===== config.mk =====
export PLATFORM = sky130hd
export DESIGN_NAME = barrel_rotate_arbiter_flat
export DESIGN_NICKNAME = d
export VERILOG_FILES = /design/src/rtl/barrel_rotate_arbiter_pkg.sv /design/src/rtl/barrel_rotate_arbiter_if.sv /design/src/rtl/barrel_rotate_arbiter_rot_stage.sv /design/src/rtl/barrel_rotate_arbiter.sv /design/src/flat_wrapper.sv
export SDC_FILE = /design/constraint.sdc
export NUM_CORES = 1
export LEC_CHECK = 0
export CAP_MARGIN = 25
export CORE_ASPECT_RATIO = 1.4
export CORE_MARGIN = 5
export CORE_UTILIZATION = 35
export CTS_CLUSTER_DIAMETER = 30
export DETAILED_ROUTE_END_ITERATION = 6
export GPL_TIMING_DRIVEN = 0
export MAX_ROUTING_LAYER = met4
export PLACE_DENSITY = 0.61
export SYNTH_ARGS = -nofsm -noshare
export SYNTH_HDL_FRONTEND = slang
export SYNTH_SLANG_ARGS = --single-unit

===== constraint.sdc =====
create_clock -name clk -period 2.4 [get_ports clk]
set_clock_uncertainty 0.1 [all_clocks]
set_input_delay 0.6 -clock clk [delete_from_list [all_inputs] [get_ports clk]]
set_output_delay 0.6 -clock clk [all_outputs]
set_load 0.05 [all_outputs]

===== src/rtl/barrel_rotate_arbiter_pkg.sv =====
// barrel_rotate_pkg: shared types and constants for the two-requester shift/rotate arbiter.
package barrel_rotate_pkg;
  localparam int N = 8;
  localparam int SHW = 3;
  localparam int DIST4 = 4;
  localparam int DIST2 = 2;
  localparam int DIST1 = 1;
  localparam logic MODE_SHR = 1'b0;
  localparam logic MODE_ROR = 1'b1;
  typedef enum logic [2:0] {IDLE, ST4, ST2, ST1, DONE} state_e;
endpackage


===== src/rtl/barrel_rotate_arbiter_if.sv =====
// barrel_rotate_arbiter_if: two request channels plus the result channel.
interface barrel_rotate_arbiter_if;
  import barrel_rotate_pkg::*;
  logic req0_valid, req0_ready, req0_mode;
  logic [N-1:0] req0_data;
  logic [SHW-1:0] req0_shamt;
  logic req1_valid, req1_ready, req1_mode;
  logic [N-1:0] req1_data;
  logic [SHW-1:0] req1_shamt;
  logic out_valid, out_ready, out_id;
  logic [N-1:0] out_data;
  modport slave (
    input req0_valid, req0_data, req0_shamt, req0_mode,
    input req1_valid, req1_data, req1_shamt, req1_mode,
    input out_ready,
    output req0_ready, req1_ready, out_valid, out_data, out_id
  );
  modport master (
    output req0_valid, req0_data, req0_shamt, req0_mode,
    output req1_valid, req1_data, req1_shamt, req1_mode,
    output out_ready,
    input req0_ready, req1_ready, out_valid, out_data, out_id
  );
endinterface


===== src/rtl/barrel_rotate_arbiter_rot_stage.sv =====
// rot_stage: one fixed-distance right shift/rotate stage, bypassed when en is low.
module rot_stage
  import barrel_rotate_pkg::*;
#(
  parameter int D = 1
) (
  input  logic [N-1:0] in,
  input  logic         en,
  input  logic         mode,
  output logic [N-1:0] out
);
  always_comb out = !en ? in : mode == MODE_ROR ? {in[D-1:0], in[N-1:D]} : in >> D;
endmodule


===== src/rtl/barrel_rotate_arbiter.sv =====
// barrel_rotate_arbiter: round-robin sharing of a 4/2/1 staged shift/rotate datapath.
module barrel_rotate_arbiter
  import barrel_rotate_pkg::*;
(
  input logic clk,
  input logic rst_n,
  barrel_rotate_arbiter_if.slave bus
);
  state_e state_q, state_d;
  logic prio_q, prio_d, id_q, id_d, mode_q, mode_d;
  logic out_valid_q, out_valid_d, out_id_q, out_id_d;
  logic [SHW-1:0] shamt_q, shamt_d;
  logic [N-1:0] work_q, work_d, out_data_q, out_data_d, s4, s2, s1;
  logic idle, any, grant;
  assign idle = state_q == IDLE;
  assign any = bus.req0_valid | bus.req1_valid;
  assign grant = bus.req0_valid & bus.req1_valid ? prio_q : bus.req1_valid;
  assign bus.req0_ready = idle & any & ~grant;
  assign bus.req1_ready = idle & any & grant;
  assign bus.out_valid = out_valid_q;
  assign bus.out_data = out_data_q;
  assign bus.out_id = out_id_q;
  rot_stage #(.D(DIST4)) u_st4 (.in(work_q), .en(shamt_q[2]), .mode(mode_q), .out(s4));
  rot_stage #(.D(DIST2)) u_st2 (.in(work_q), .en(shamt_q[1]), .mode(mode_q), .out(s2));
  rot_stage #(.D(DIST1)) u_st1 (.in(work_q), .en(shamt_q[0]), .mode(mode_q), .out(s1));
  always_comb begin
    state_d = state_q;
    prio_d = prio_q;
    id_d = id_q;
    mode_d = mode_q;
    shamt_d = shamt_q;
    work_d = work_q;
    out_valid_d = out_valid_q;
    out_data_d = out_data_q;
    out_id_d = out_id_q;
    case (state_q)
      IDLE: if (any) begin
        work_d = grant ? bus.req1_data : bus.req0_data;
        shamt_d = grant ? bus.req1_shamt : bus.req0_shamt;
        mode_d = grant ? bus.req1_mode : bus.req0_mode;
        id_d = grant;
        prio_d = ~grant;
        state_d = ST4;
      end
      ST4: begin
        work_d = s4;
        state_d = ST2;
      end
      ST2: begin
        work_d = s2;
        state_d = ST1;
      end
      ST1: begin
        work_d = s1;
        out_data_d = s1;
        out_id_d = id_q;
        out_valid_d = 1'b1;
        state_d = DONE;
      end
      DONE: if (bus.out_ready) begin
        out_valid_d = 1'b0;
        state_d = IDLE;
      end
      default: state_d = IDLE;
    endcase
  end
  always_ff @(posedge clk) begin
    if (!rst_n) begin
      state_q <= IDLE;
      prio_q <= 1'b0;
      id_q <= 1'b0;
      mode_q <= MODE_SHR;
      shamt_q <= '0;
      work_q <= '0;
      out_valid_q <= 1'b0;
      out_data_q <= '0;
      out_id_q <= 1'b0;
    end else begin
      state_q <= state_d;
      prio_q <= prio_d;
      id_q <= id_d;
      mode_q <= mode_d;
      shamt_q <= shamt_d;
      work_q <= work_d;
      out_valid_q <= out_valid_d;
      out_data_q <= out_data_d;
      out_id_q <= out_id_d;
    end
  end
endmodule


===== src/flat_wrapper.sv =====
// flat-port wrapper written by rule: the top's interface ports become plain ports
module barrel_rotate_arbiter_flat import barrel_rotate_pkg::*;
  (clk, rst_n, bus_req0_valid, bus_req0_data, bus_req0_shamt, bus_req0_mode, bus_req1_valid, bus_req1_data, bus_req1_shamt, bus_req1_mode, bus_out_ready, bus_req0_ready, bus_req1_ready, bus_out_valid, bus_out_data, bus_out_id);
  barrel_rotate_arbiter_if bus_i ();
  input logic clk;
  input logic rst_n;
  input wire logic [$bits(bus_i.req0_valid)-1:0] bus_req0_valid;
  input wire logic [$bits(bus_i.req0_data)-1:0] bus_req0_data;
  input wire logic [$bits(bus_i.req0_shamt)-1:0] bus_req0_shamt;
  input wire logic [$bits(bus_i.req0_mode)-1:0] bus_req0_mode;
  input wire logic [$bits(bus_i.req1_valid)-1:0] bus_req1_valid;
  input wire logic [$bits(bus_i.req1_data)-1:0] bus_req1_data;
  input wire logic [$bits(bus_i.req1_shamt)-1:0] bus_req1_shamt;
  input wire logic [$bits(bus_i.req1_mode)-1:0] bus_req1_mode;
  input wire logic [$bits(bus_i.out_ready)-1:0] bus_out_ready;
  output wire logic [$bits(bus_i.req0_ready)-1:0] bus_req0_ready;
  output wire logic [$bits(bus_i.req1_ready)-1:0] bus_req1_ready;
  output wire logic [$bits(bus_i.out_valid)-1:0] bus_out_valid;
  output wire logic [$bits(bus_i.out_data)-1:0] bus_out_data;
  output wire logic [$bits(bus_i.out_id)-1:0] bus_out_id;
  assign bus_i.req0_valid = bus_req0_valid;
  assign bus_i.req0_data = bus_req0_data;
  assign bus_i.req0_shamt = bus_req0_shamt;
  assign bus_i.req0_mode = bus_req0_mode;
  assign bus_i.req1_valid = bus_req1_valid;
  assign bus_i.req1_data = bus_req1_data;
  assign bus_i.req1_shamt = bus_req1_shamt;
  assign bus_i.req1_mode = bus_req1_mode;
  assign bus_i.out_ready = bus_out_ready;
  assign bus_req0_ready = bus_i.req0_ready;
  assign bus_req1_ready = bus_i.req1_ready;
  assign bus_out_valid = bus_i.out_valid;
  assign bus_out_data = bus_i.out_data;
  assign bus_out_id = bus_i.out_id;
  barrel_rotate_arbiter u_core (.clk(clk), .rst_n(rst_n), .bus(bus_i));
endmodule

==> results.json, run 1 <==
{
  "final_util_pct": 49.9,
  "fmax_mhz": 426,
  "synth_fp_nets": 207,
  "htreeDepth": 1,
  "p_leak_nw": 0.721,
  "diodes": 0,
  "core_area_um2": 3990,
  "cp_data_required_time_ps": 1700,
  "drive_gt1_share_pct": 10.3,
  "worstPathArrival_ps": 1650,
  "critPathMaxFanout": 3,
  "dr_total_vias": 1476,
  "grt_pass1_vias": 1501,
  "setup_ws_ps": 50.9,
  "clock_sinks": 27,
  "finalWirelength_um": 3980,
  "synth.distinct_cells": 31,
  "hold_buffers": 0,
  "routedWlPerCell_um": 15.0,
  "gp_routability_congestion": 0.882,
  "power_mw": 1.22,
  "end_kind": "primary output",
  "yosysWarnings": 0,
  "ir_drop_v": 0.000271,
  "drc": 0,
  "portBuffers": 40,
  "rsz0062_at_grt": "no",
  "setup_viol": 0,
  "r2r_slack_ps": 610,
  "area_growth_pct": 37.3,
  "p_per_area_nw_per_um2": 614,
  "firstDrtPassIters": 4,
  "finalHoldViolCount": 0,
  "syn_inst": 178,
  "reg2reg_depth": 5,
  "drt_iter0_drc": 35,
  "die-area_um2": 5540,
  "final_max_slew_viol_count": 0,
  "ys_seq_area_share_pct": 37.3,
  "critPathKind": "input pin to primary output",
  "via_per_inst": 5.55,
  "crit_path_start": "bus_req0_valid",
  "hold_slack_ps": 383,
  "die_w_um": 64.4,
  "worstHoldPathType": "flop to flop",
  "worst_setup_path_start_kind": "input pin",
  "fillers": 418,
  "max_cap_viol_count": 0,
  "antenna_left": 0,
  "place_hpwl_um": 3290,
  "cts_tree": "done",
  "layout.cells.non_filler": 266,
  "crit_end": "bus_req0_ready",
  "clk_pin_slew_worst_paths_ps": 90,
  "status": "completed",
  "gr-total-overflow": 0,
  "grt_pass1_wl_um": 6910,
  "fp.dieH_um": 86.1,
  "reg2reg_to": "u_core.work_q[6]",
  "grt_max_degree": 15,
  "rr_startpoint": "u_core.shamt_q[0]",
  "avgSynthCellArea_um2": 8.13,
  "cts_buffers": 3,
  "dp_cells": 261,
  "clock_path_buffers": 2,
  "antenna_found_initial": 0,
  "final_nets": 253,
  "period_needed_ps": 2350,
  "clock_latency_ps": 270,
  "rows": 27,
  "root_buffer": "clkbuf_8",
  "netlist_area_um2": 1450,
  "finalCritPeriodShare_pct": 97.9,
  "initial_core_util_pct": 36.3,
  "ys_seq_elements": 27,
  "max_slew_margin_pct": 61.6,
  "place_ws_ps": -1060,
  "io_pins": 41,
  "tightestPinTransition_ps": 562,
  "grt.total_usage_pct": 15.9
}
==> worst min-delay path by stage <==
| stage | startpoint | endpoint | slack, ps | cells past startpoint |
|---|---|---|---|---|
| detailed placement | u_core.id_q | u_core.bus.out_id | 370 | 2 |
| finish | u_core.id_q | u_core.bus.out_id | 380 | 2 |
| global placement | u_core.id_q | u_core.bus.out_id | 370 | 2 |
| global route | u_core.id_q | u_core.bus.out_id | 410 | 2 |
| CTS | u_core.id_q | u_core.bus.out_id | 380 | 2 |
| floorplan | u_core.id_q | u_core.bus.out_id | 330 | 2 |
==> layer usage <==
layer	GRT usage, %	part of all wire [%]	vias up
met5	-	0	-
met4	8.85	3.1	0
met3	1.97	4.8	11
met2	27.4	51	58
met1	17.4	41	659
li1	-	-	748
==> stage by stage <==
stage	cell area (um2)	setup TNS, ps
2_1_floorplan	1450	0
3_3_place_gp	1900	-2070
3_5_place_dp	1900	-2290
4_1_cts	1970	0
5_1_grt	1990	0
6_report	1990	0
==> cell usage after synthesis <==
library cell | number | share of area [%]
nand2_2 | 1 | 0.43
nor2_1 | 23 | 6.0
o21ai_0 | 4 | 1.4
a2111oi_0 | 3 | 1.8
buf_2 | 5 | 1.7
inv_1 | 10 | 2.6
clkbuf_1 | 5 | 1.3
and2_1 | 1 | 0.43
o32ai_1 | 8 | 4.8
nand2b_1 | 6 | 2.6
nor3_1 | 2 | 0.69
buf_1 | 1 | 0.26
mux2i_1 | 7 | 4.8
and3_1 | 9 | 3.9
a311oi_1 | 5 | 3.0
nor2b_1 | 3 | 1.3
a2111oi_4 | 1 | 1.9
and3b_1 | 1 | 0.61
buf_4 | 1 | 0.52
o21a_1 | 1 | 0.52
dfxtp_1 | 27 | 37
nand2_1 | 11 | 2.9
nor4_2 | 1 | 0.86
nand3_1 | 6 | 2.1
o22ai_1 | 4 | 1.7
a211oi_1 | 15 | 7.8
a21oi_1 | 12 | 4.1
nor3b_1 | 2 | 1.0
a31oi_1 | 1 | 0.43
a2bb2oi_1 | 1 | 0.61
a21boi_0 | 1 | 0.52
==> registers in the layout (all words and copies together), names as in the netlist <==
register	count
u_core.id_q	1
u_core.bus.out_valid	1
u_core.shamt_q	3
u_core.prio_q	1
u_core.mode_q	1
u_core.bus.out_data	8
u_core.work_q	8
u_core.state_q	3
u_core.bus.out_id	1
==> logic make-up after synthesis <==
group,synth area share [%]
AND/OR/NAND/NOR,22.7
AO/OA/AOI/OAI,28.7
buffers and inverters,6.40
flip-flops,37.3
multiplexers,4.84
==> what timing repair did <==
action	in CTS	in global routing
gates resized for setup	23	9
setup buffers	2	0
setup endpoints to repair	2	2
pin swaps	2	1
==> worst max-delay path, cell delays in order <==
cell and delay [ps]:
clkdlybuf4s15_2 210, nor2_2 50, nor4_4 330, buf_4 170, and2_4 140, buf_8 140
==> where the power goes <==
part | leakage [nW] | internal, mW | switching [mW]
clock network | 0.0228 | 0.119 | 0.137
logic | 0.477 | 0.192 | 0.221
registers | 0.221 | 0.497 | 0.0547
==> placed cells by master (no fill, tap or decap), types with 2 or more instances in the layout <==
| cell type | instances |
|---|---|
| a2111oi_0 | 3 |
| a211oi_1 | 15 |
| a21oi_1 | 12 |
| a311oi_1 | 5 |
| and3_1 | 9 |
| buf_2 | 4 |
| buf_4 | 4 |
| clkbuf_1 | 4 |
| clkbuf_4 | 2 |
| clkbuf_8 | 3 |
| clkdlybuf4s50_1 | 36 |
| dfxtp_1 | 27 |
| inv_1 | 10 |
| mux2i_1 | 7 |
| nand2_1 | 10 |
| nand2_2 | 2 |
| nand2b_1 | 5 |
| nand3_1 | 6 |
| nor2_1 | 22 |
| nor2b_1 | 3 |
| nor3_1 | 2 |
| nor3b_1 | 2 |
| o21ai_0 | 4 |
| o22ai_1 | 4 |
| o32ai_1 | 8 |
==> layout make-up <==
type	count	area, um2	share of cell area (%)
timing repair buffer	42	420	21.1
multi-input combinational	129	833	41.9
buffer	11	57.6	2.89
inverter	10	37.5	1.89
clock buffer	4	45.0	2.27
tap	43	53.8	2.71
sequential	27	541	27.2
(Power assumes the default switching activity.)
==> inputs of run 2 (changes only) <==
--- a/config.mk
+++ b/config.mk
@@ -14,6 +14,7 @@
 export GPL_TIMING_DRIVEN = 0
 export MAX_ROUTING_LAYER = met4
 export PLACE_DENSITY = 0.61
+export SLEW_MARGIN = 0
 export SYNTH_ARGS = -nofsm -noshare
 export SYNTH_HDL_FRONTEND = slang
 export SYNTH_SLANG_ARGS = --single-unit
==> results of run 2 <==
Final layout, timing and power as in run 1 (identical DEF).
==> inputs of run 3 (changes only) <==
--- a/config.mk
+++ b/config.mk
@@ -14,6 +14,7 @@
 export GPL_TIMING_DRIVEN = 0
 export MAX_ROUTING_LAYER = met4
 export PLACE_DENSITY = 0.61
+export SKIP_CTS_REPAIR_TIMING = 1
 export SLEW_MARGIN = 0
 export SYNTH_ARGS = -nofsm -noshare
 export SYNTH_HDL_FRONTEND = slang
==> results.json, run 3 (synthesis results as in run 1) <==
{
  "diodes": 0,
  "worstPathArrival_ps": 1630,
  "status": "completed",
  "final_max_slew_viol_count": 0,
  "antenna_found_initial": 0,
  "grt_pass1_wl_um": 6840,
  "max_slew_margin_pct": 62.4,
  "ir_drop_v": 0.000249,
  "fmax_mhz": 428,
  "critPathKind": "input pin to primary output",
  "place_ws_ps": -1060,
  "rr_startpoint": "u_core.shamt_q[0]",
  "setup_viol": 0,
  "io_pins": 41,
  "die-area_um2": 5540,
  "clock_sinks": 27,
  "finalWirelength_um": 3980,
  "cpLargestDelayFamily": "simple AND/OR/NAND/NOR gates",
  "cts_tree": "done",
  "final_common_cell": "clkdlybuf4s50_1",
  "rows": 27,
  "cpPeakStageDelay_ps": 360,
  "critPathSlowestCell": "nor4_4",
  "layout.cells.non_filler": 266,
  "seq_power_share_pct": 45.1,
  "routedWlPerCell_um": 15.0,
  "initial_core_util_pct": 36.3,
  "worst_setup_path_start_kind": "input pin",
  "place_hpwl_um": 3290,
  "grt.total_usage_pct": 15.7,
  "clock_latency_ps": 270,
  "dr_total_vias": 1485,
  "cpMostUsedCell": "buf_6",
  "core_area_um2": 3990,
  "period_needed_ps": 2330,
  "reg2reg_depth": 5,
  "final_nets": 253,
  "firstDrtPassIters": 4,
  "root_buffer": "clkbuf_8",
  "worst-path-buf-inv": 3,
  "via_per_inst": 5.58,
  "fp.dieH_um": 86.1,
  "grt_pass1_vias": 1501,
  "power_mw": 1.22,
  "path_depth": 6,
  "drive_gt1_share_pct": 9.42,
  "setup_ws_ps": 66.2,
  "dp_cells": 261,
  "area_growth_pct": 37.1,
  "clock_path_buffers": 2,
  "clk_pin_slew_worst_paths_ps": 90,
  "finalHoldViolCount": 0,
  "p_leak_nw": 0.725,
  "crit_path_start": "bus_req0_valid",
  "finalCritPeriodShare_pct": 97.2,
  "max_cap_viol_count": 0,
  "gr-total-overflow": 0,
  "switching_power_mw": 0.414,
  "drt_iter0_drc": 40,
  "p_int_mw": 0.807,
  "die_w_um": 64.4,
  "hold_start": "u_core.id_q",
  "end_kind": "primary output",
  "hold_depth": 2,
  "p_per_area_nw_per_um2": 615,
  "drc": 0,
  "path_cells": "dlymetal6s2s_1, nor2_1, nor4_4, buf_6, and2_1, buf_6",
  "power_frac_clock_pct": 21.2,
  "grt_max_degree": 15,
  "r2r_slack_ps": 630,
  "pwr-share-comb_pct": 33.7,
  "p_sw_share_pct": 33.9,
  "critPathMaxFanout": 5,
  "worstHoldPathType": "flop to flop",
  "portBuffers": 40,
  "most-common-layout-cells": "clkdlybuf4s50_1 (36), dfxtp_1 (26), nor2_1 (23), a211oi_1 (15), a21oi_1 (12)",
  "cp_data_required_time_ps": 1700,
  "antenna_left": 0,
  "gp_routability_congestion": 0.882,
  "final_util_pct": 49.8,
  "cts_buffers": 3,
  "htreeDepth": 1,
  "tightestPinTransition_ps": 550
}
## run 3: cell count changes in the layout (fill, tap and decap cells not counted), sizes merged
cell / previous run / this run
buf: 11 / 12
clkbuf: 9 / 8
clkdlybuf4s15: 1 / 0
dlymetal6s2s: 0 / 1
## run 3: layout make-up
type	count	area, um2
Buffer	11	61.3
Fill cell	413	2000
Inverter	10	37.5
Sequential cell	27	542
Timing Repair Buffer	42	414
Multi-Input combinational cell	129	831
Tap cell	43	53.8
Clock buffer	4	45.0
## run 3: power by group through the flow
stage | registers, mW | clock network (mW) | logic [mW]
finish | 0.551 | 0.259 | 0.412
global route | 0.558 | 0.278 | 0.457
CTS | 0.549 | 0.266 | 0.396
detailed placement | 0.560 | 0 | 0.394
global placement | 0.557 | 0 | 0.389
floorplan | 0.567 | 0 | 0.248
## run 3: worst paths after layout
path | endpoint
max | bus_req0_ready
min reg2reg | u_core.bus.out_id
min | u_core.bus.out_id
max reg2reg | u_core.work_q[6]
## run 3: per-layer routing
layer  global-route usage, %  wire, um
met5                       -         0
met4                    7.88       105
met3                    1.83       216
met2                    27.6      2080
met1                    17.2      1590
## run 3: per-stage QoR
step,setup TNS (ps),hold slack [ps],instance area [um2]
floorplan,0,327,1450
global placement,-2070,367,1900
detailed placement,-2290,368,1900
CTS,-2040,385,1950
global route,-12.9,407,1980
finish,0,385,1980
## run 3: worst reg2reg max path, stage by stage (launching register included)
cell and delay, ps:
dfxtp_1 310, buf_2 250, mux2i_1 280, nor2_1 60, a2111oi_0 510, o32ai_1 140
==> patch 1 (flow settings as in run 2) <==
Make the reset (`rst_n`) asynchronous in one clocked block.
--- a/src/rtl/barrel_rotate_arbiter.sv
+++ b/src/rtl/barrel_rotate_arbiter.sv
@@ -66,3 +66,3 @@
   end
-  always_ff @(posedge clk) begin
+  always_ff @(posedge clk or negedge rst_n) begin
     if (!rst_n) begin
Formal check against the unedited RTL: differs if rst_n is asserted again (counterexample within 4 cycles, from zero or initial values and one cycle with rst_n low); with rst_n held inactive, the same outputs for 10 cycles.
==> patch 1 against run 2 <==
  * First-iteration DRC count up 23%
  * Synthesized area rose by 5.2%
  * Global-route usage increased by 0.56 points
  * Final area is 8.1% higher
  * Wire length up 4.4%
  * Setup slack better by 32 ps
  * Count of clock-buffer cells in the layout did not move
  * Sequential cell count is the same
  * Synthesized cell count down 7.3%
  * Critical path type is now flop to output port
  * Largest cell class unchanged
  * Highest routed layer unchanged
Power is not compared: it rests on default switching activity, and its combinational part moved more than twofold at a synthesized area within 25%.
==> patch 1: results (changes against run 2) <==
syn_nets: 194  # was 207
async_flop_share_pct: 100.0  # was 0%
cts_setup_buffers: 3  # was 2
grt_use_total_pct: 16.42  # was 15.86%
clockBufferDepth: 2  # unchanged
buffer_area_share_pct: 24.51  # was 24.04%
cts.sinks: 27  # unchanged
grt_first_pass_wirelength_mm: 7.258  # was 6.913 mm
cts_made_buffers: 3  # unchanged
outcome: "completed"  # unchanged
wl_per_cell_um: 15.17  # was 14.97 um
num_vias: 1424  # was 1476
clk_share_pct: 2.095  # was 2.266%
rr_worst_depth: 4  # was 5
dp_slack_ps: -1172  # was -1057 ps
h-tree-depth: 1  # unchanged
multi_input_gates: 126  # was 129
ys_types: 29  # was 31
dr_wl_met2_mm: 2.178  # was 2.042 mm
drt_pass1_iterations: 4  # unchanged
hold_end: "u_core.bus.out_data[4]"  # was u_core.bus.out_id
cts_hold_buf: 0  # unchanged
hold_path_class: "flop to flop"  # unchanged
grt_max_degree: 17  # was 15
ctsResizeCount: 29  # was 23
buffers: 55  # was 53
ys_seq_area_share_pct: 44.37  # was 37.34%
synth_compound_area_share_pct: 23.99  # was 28.69%
r2r_slack_ps: 540  # was 610 ps
drt-met1-wl_mm: 1.782  # was 1.622 mm
multiInputGateArea_um2: 819.5  # was 833.3 um^2
whs_path_depth: 1  # was 2
gp_congestion: 0.8621  # was 0.8821
nets: 244  # was 253
drive_gt1_share_pct: 11.68  # was 10.31%
cp_max_fo: 10  # was 3
drt_iter0_drc: 43  # was 35
rr_startpoint: "u_core.state_q[2]"  # was u_core.shamt_q[0]
synth-adder-area-share_pct: 0  # unchanged
maxSlewHeadroom_pct: 50.02  # was 61.59%
fillers: 421  # was 418
seq_share_pct: 31.43  # was 27.19%
r2r-end: "u_core.work_q[0]"  # was u_core.work_q[6]
critPathArrivalTime_ps: 1620  # was 1650 ps
whs_ps: 381.0  # was 383.3 ps
synthTopCellsByCount: "27 x dfrtp_1, 19 x nor2_1, 17 x o21ai_0"  # was 27 x dfxtp_1, 23 x nor2_1, 15 x a211oi_1
grt_pass1_vias: 1466  # was 1501
min_from: "u_core.bus.out_data[4]"  # was u_core.id_q
wl_met3_um: 128  # was 192 um
n_all_inverters: 2  # was 10
critPathLaunch: "u_core.state_q[1]"  # was bus_req0_valid
hpwl_mm: 3.400  # was 3.288 mm
synth_mux_area_share_pct: 7.970  # was 4.840%
synth_ff_type: "dfrtp_1"  # was dfxtp_1
synth_area_leaders: "dfrtp_1 44%, mux2i_1 7.2%, o21ai_0 5.6%"  # was dfxtp_1 37%, a211oi_1 7.8%, nor2_1 6.0%
-- patch 1: cell types whose count changed after synthesis, sizes merged, moves of 7 or more --
cell	change
dfrtp	+27
dfxtp	-27
o21ai	+13
a211oi	-10
a31oi	+10
inv	-8
o32ai	-8
a21boi	+7
-- patch 1: critical path, stage by stage, from the launching register on --
cell      delay, ps
dfrtp_1         430
buf_6           160
nor3_4          200
o21ai_4          90
clkbuf_8        170
a21oi_2         120
buf_6           170
-- patch 1: routing by layer --
metal	up-vias	GRT usage, %
li1	699	-
met2	30	29.29
met5	-	-
met3	5	0.8986
met1	690	19.35
met4	0	5.660
-- patch 1: per-stage QoR --
step,cell area [um^2],util (%),setup TNS [ps],std cells,total power [mW]
final,2150,50.71,0,274,3.002
after global routing,2150,50.71,0,274,3.237
after CTS,2131,50.27,0,272,2.987
after detailed placement,2019,47.64,-2327,266,2.651
after global placement,2004,47.28,-2260,265,2.609
after floorplan,1529,-,0,165,2.120
==> patch 2 (settings of run 2) <==
Without the edit above. The package constant `DIST2` goes from 2 to 1.
--- a/src/rtl/barrel_rotate_arbiter_pkg.sv
+++ b/src/rtl/barrel_rotate_arbiter_pkg.sv
@@ -5,3 +5,3 @@
   localparam int DIST4 = 4;
-  localparam int DIST2 = 2;
+  localparam int DIST2 = 1;
   localparam int DIST1 = 1;
Check against the original RTL: not equivalent (Yosys sat finds a counterexample within 10 cycles, from zero or initial values and one cycle with rst_n low).
==> patch 2 against run 2 <==
  * Synthesized area up 11%
  * Sequential cell count is the same
  * Die area grew 9.8%
  * Final area up 8.9%
  * Total power is 12% higher
  * Setup slack lost 4.4 ps
  * Wire length up 8.2%
  * Synthesized cell count up 1.7%
  * Largest power group unchanged
==> patch 2: results (changes against run 2) <==
dp.cells: 282  # was 261
nets: 257  # was 253
synthTopCellsByCount: "27 x dfxtp_1, 22 x nand2_1, 11 x mux2i_1, 11 x nor2_1, 10 x o211a_1"  # was 27 x dfxtp_1, 23 x nor2_1, 15 x a211oi_1
num_vias: 1490  # was 1476
min_from: "u_core.bus.out_id"  # was u_core.id_q
critPathSlowestCell: "or4_4"  # was nor4_4
clockBufferDepth: 2  # unchanged
ys_types: 43  # was 31
gp_congestion: 0.8539  # was 0.8821
drive_gt1_share_pct: 15.86  # was 10.31%
multiInputGateArea_um2: 978.4  # was 833.3 um^2
dr_wl_met2_mm: 2.174  # was 2.042 mm
clk_share_pct: 2.254  # was 2.266%
irDropWorstVdd_mv: 0.4109  # was 0.2711 mV
critPathMaxStageDelay_ps: 450  # was 330 ps
ys_seq_area_share_pct: 33.51  # was 37.34%
die_x_um: 67.37  # was 64.36 um
drt-met1-wl_mm: 1.859  # was 1.622 mm
worstSetupEndpoint: "bus_req1_ready"  # was bus_req0_ready
multi_input_area_share_pct: 45.20  # was 41.91%
synth_ff_type: "dfxtp_1"  # unchanged
rr_worst_depth: 6  # was 5
buffers: 57  # was 53
worst-slew-pin-transition_ps: 534.6  # was 561.6 ps
met3_usage_pct: 1.868  # was 1.966%
grt_max_degree: 17  # was 15
syn_inst: 181  # was 178
flops_and_latches: 27  # unchanged
grt_util_met1_pct: 20.25  # was 17.38%
seq_share_pct: 24.97  # was 27.19%
clkbuf_count: 3  # was 4
vias_per_cell: 5.156  # was 5.549
r2r_slack_ps: 710  # was 610 ps
antenna_found_initial: 0  # unchanged
drt_iter0_drc: 77  # was 35
critPathTopFamily: "simple AND/OR/NAND/NOR gates"  # was buffers and inverters
wl_per_cell_um: 14.90  # was 14.97 um
grt_first_pass_wirelength_mm: 7.293  # was 6.913 mm
syn_nets: 210  # was 207
synth_area_leaders: "dfxtp_1 34%, mux2i_1 6.8%, o211a_1 6.2%"  # was dfxtp_1 37%, a211oi_1 7.8%, nor2_1 6.0%
rr_startpoint: "u_core.state_q[1]"  # was u_core.shamt_q[0]
place_area_um2: 2081  # was 1902 um^2
grt_use_total_pct: 15.80  # was 15.86%
r2r-end: "u_core.bus.out_data[5]"  # was u_core.work_q[6]
n_all_inverters: 2  # was 10
io_buffers: 39  # was 40
hpwl_mm: 3.155  # was 3.288 mm
multi_input_gates: 137  # was 129
fillers: 484  # was 418
buffer_area_share_pct: 23.64  # was 24.04%
outcome: "completed"  # unchanged
wl_met3_um: 186  # was 192 um
grt_util_met2_pct: 25.10  # was 27.44%
-- patch 2: changes by cell type in the layout (fill, tap and decap cells not counted), moves of 10 or more --
cell | before | now
o211a_1 | 0 | 10
nand2_1 | 10 | 22
nor2_1 | 22 | 10
inv_1 | 10 | 0
a211oi_1 | 15 | 0
-- patch 2: kinds of logic (layout without fill, tap and decap cells) --
family / Yosys count / in the layout / synth area share, %
flops: 27 / 27 / 33.51
mux: 19 / 19 / 12.41
simple gates: 66 / 66 / 22.81
buf+inv: 17 / 63 / 5.973
xor+xnor: 1 / 1 / 0.5432
compound gates: 51 / 51 / 24.75
-- patch 2: repair_timing --
action                     in CTS  in global routing
hold buffers                    0                  0
pin swaps                       2                  1
setup buffers                   2                  1
cloned                          0                  0
gates resized for setup        19                  3
setup endpoints to repair       2                  2
-- patch 2: worst reg2reg max path, cell delays in order (launching register included) --
cell and delay (ps):
dfxtp_1 360, nor2b_1 200, and2_1 140, clkbuf_1 290, buf_2 300, nand2_1 80, o211a_1 120
-- patch 2: stage by stage --
| stage | setup WS (ps) | hold slack (ps) |
|---|---|---|
| after floorplan | 255.8 | 331.1 |
| after global placement | -976.5 | 342.9 |
| after detailed placement | -974.3 | 349.1 |
| after CTS | -6.066 | 364.4 |
| after global routing | -3.949 | 390.7 |
| final | 46.49 | 360.5 |
-- patch 2: worst min-delay path by stage --
stage,cells after the start,endpoint,slack [ps]
finish,2,u_core.bus.out_id,360
CTS,2,u_core.bus.out_id,360
global route,2,u_core.bus.out_id,390
global placement,2,u_core.bus.out_id,340
floorplan,2,u_core.bus.out_id,330
detailed placement,2,u_core.bus.out_id,350
-- patch 2: report_power, final --
part	total, mW	internal (mW)	switching, mW
combinational	0.522	0.253	0.268
clock	0.274	0.118	0.156
sequential	0.573	0.504	0.0691
total	1.37	0.875	0.493
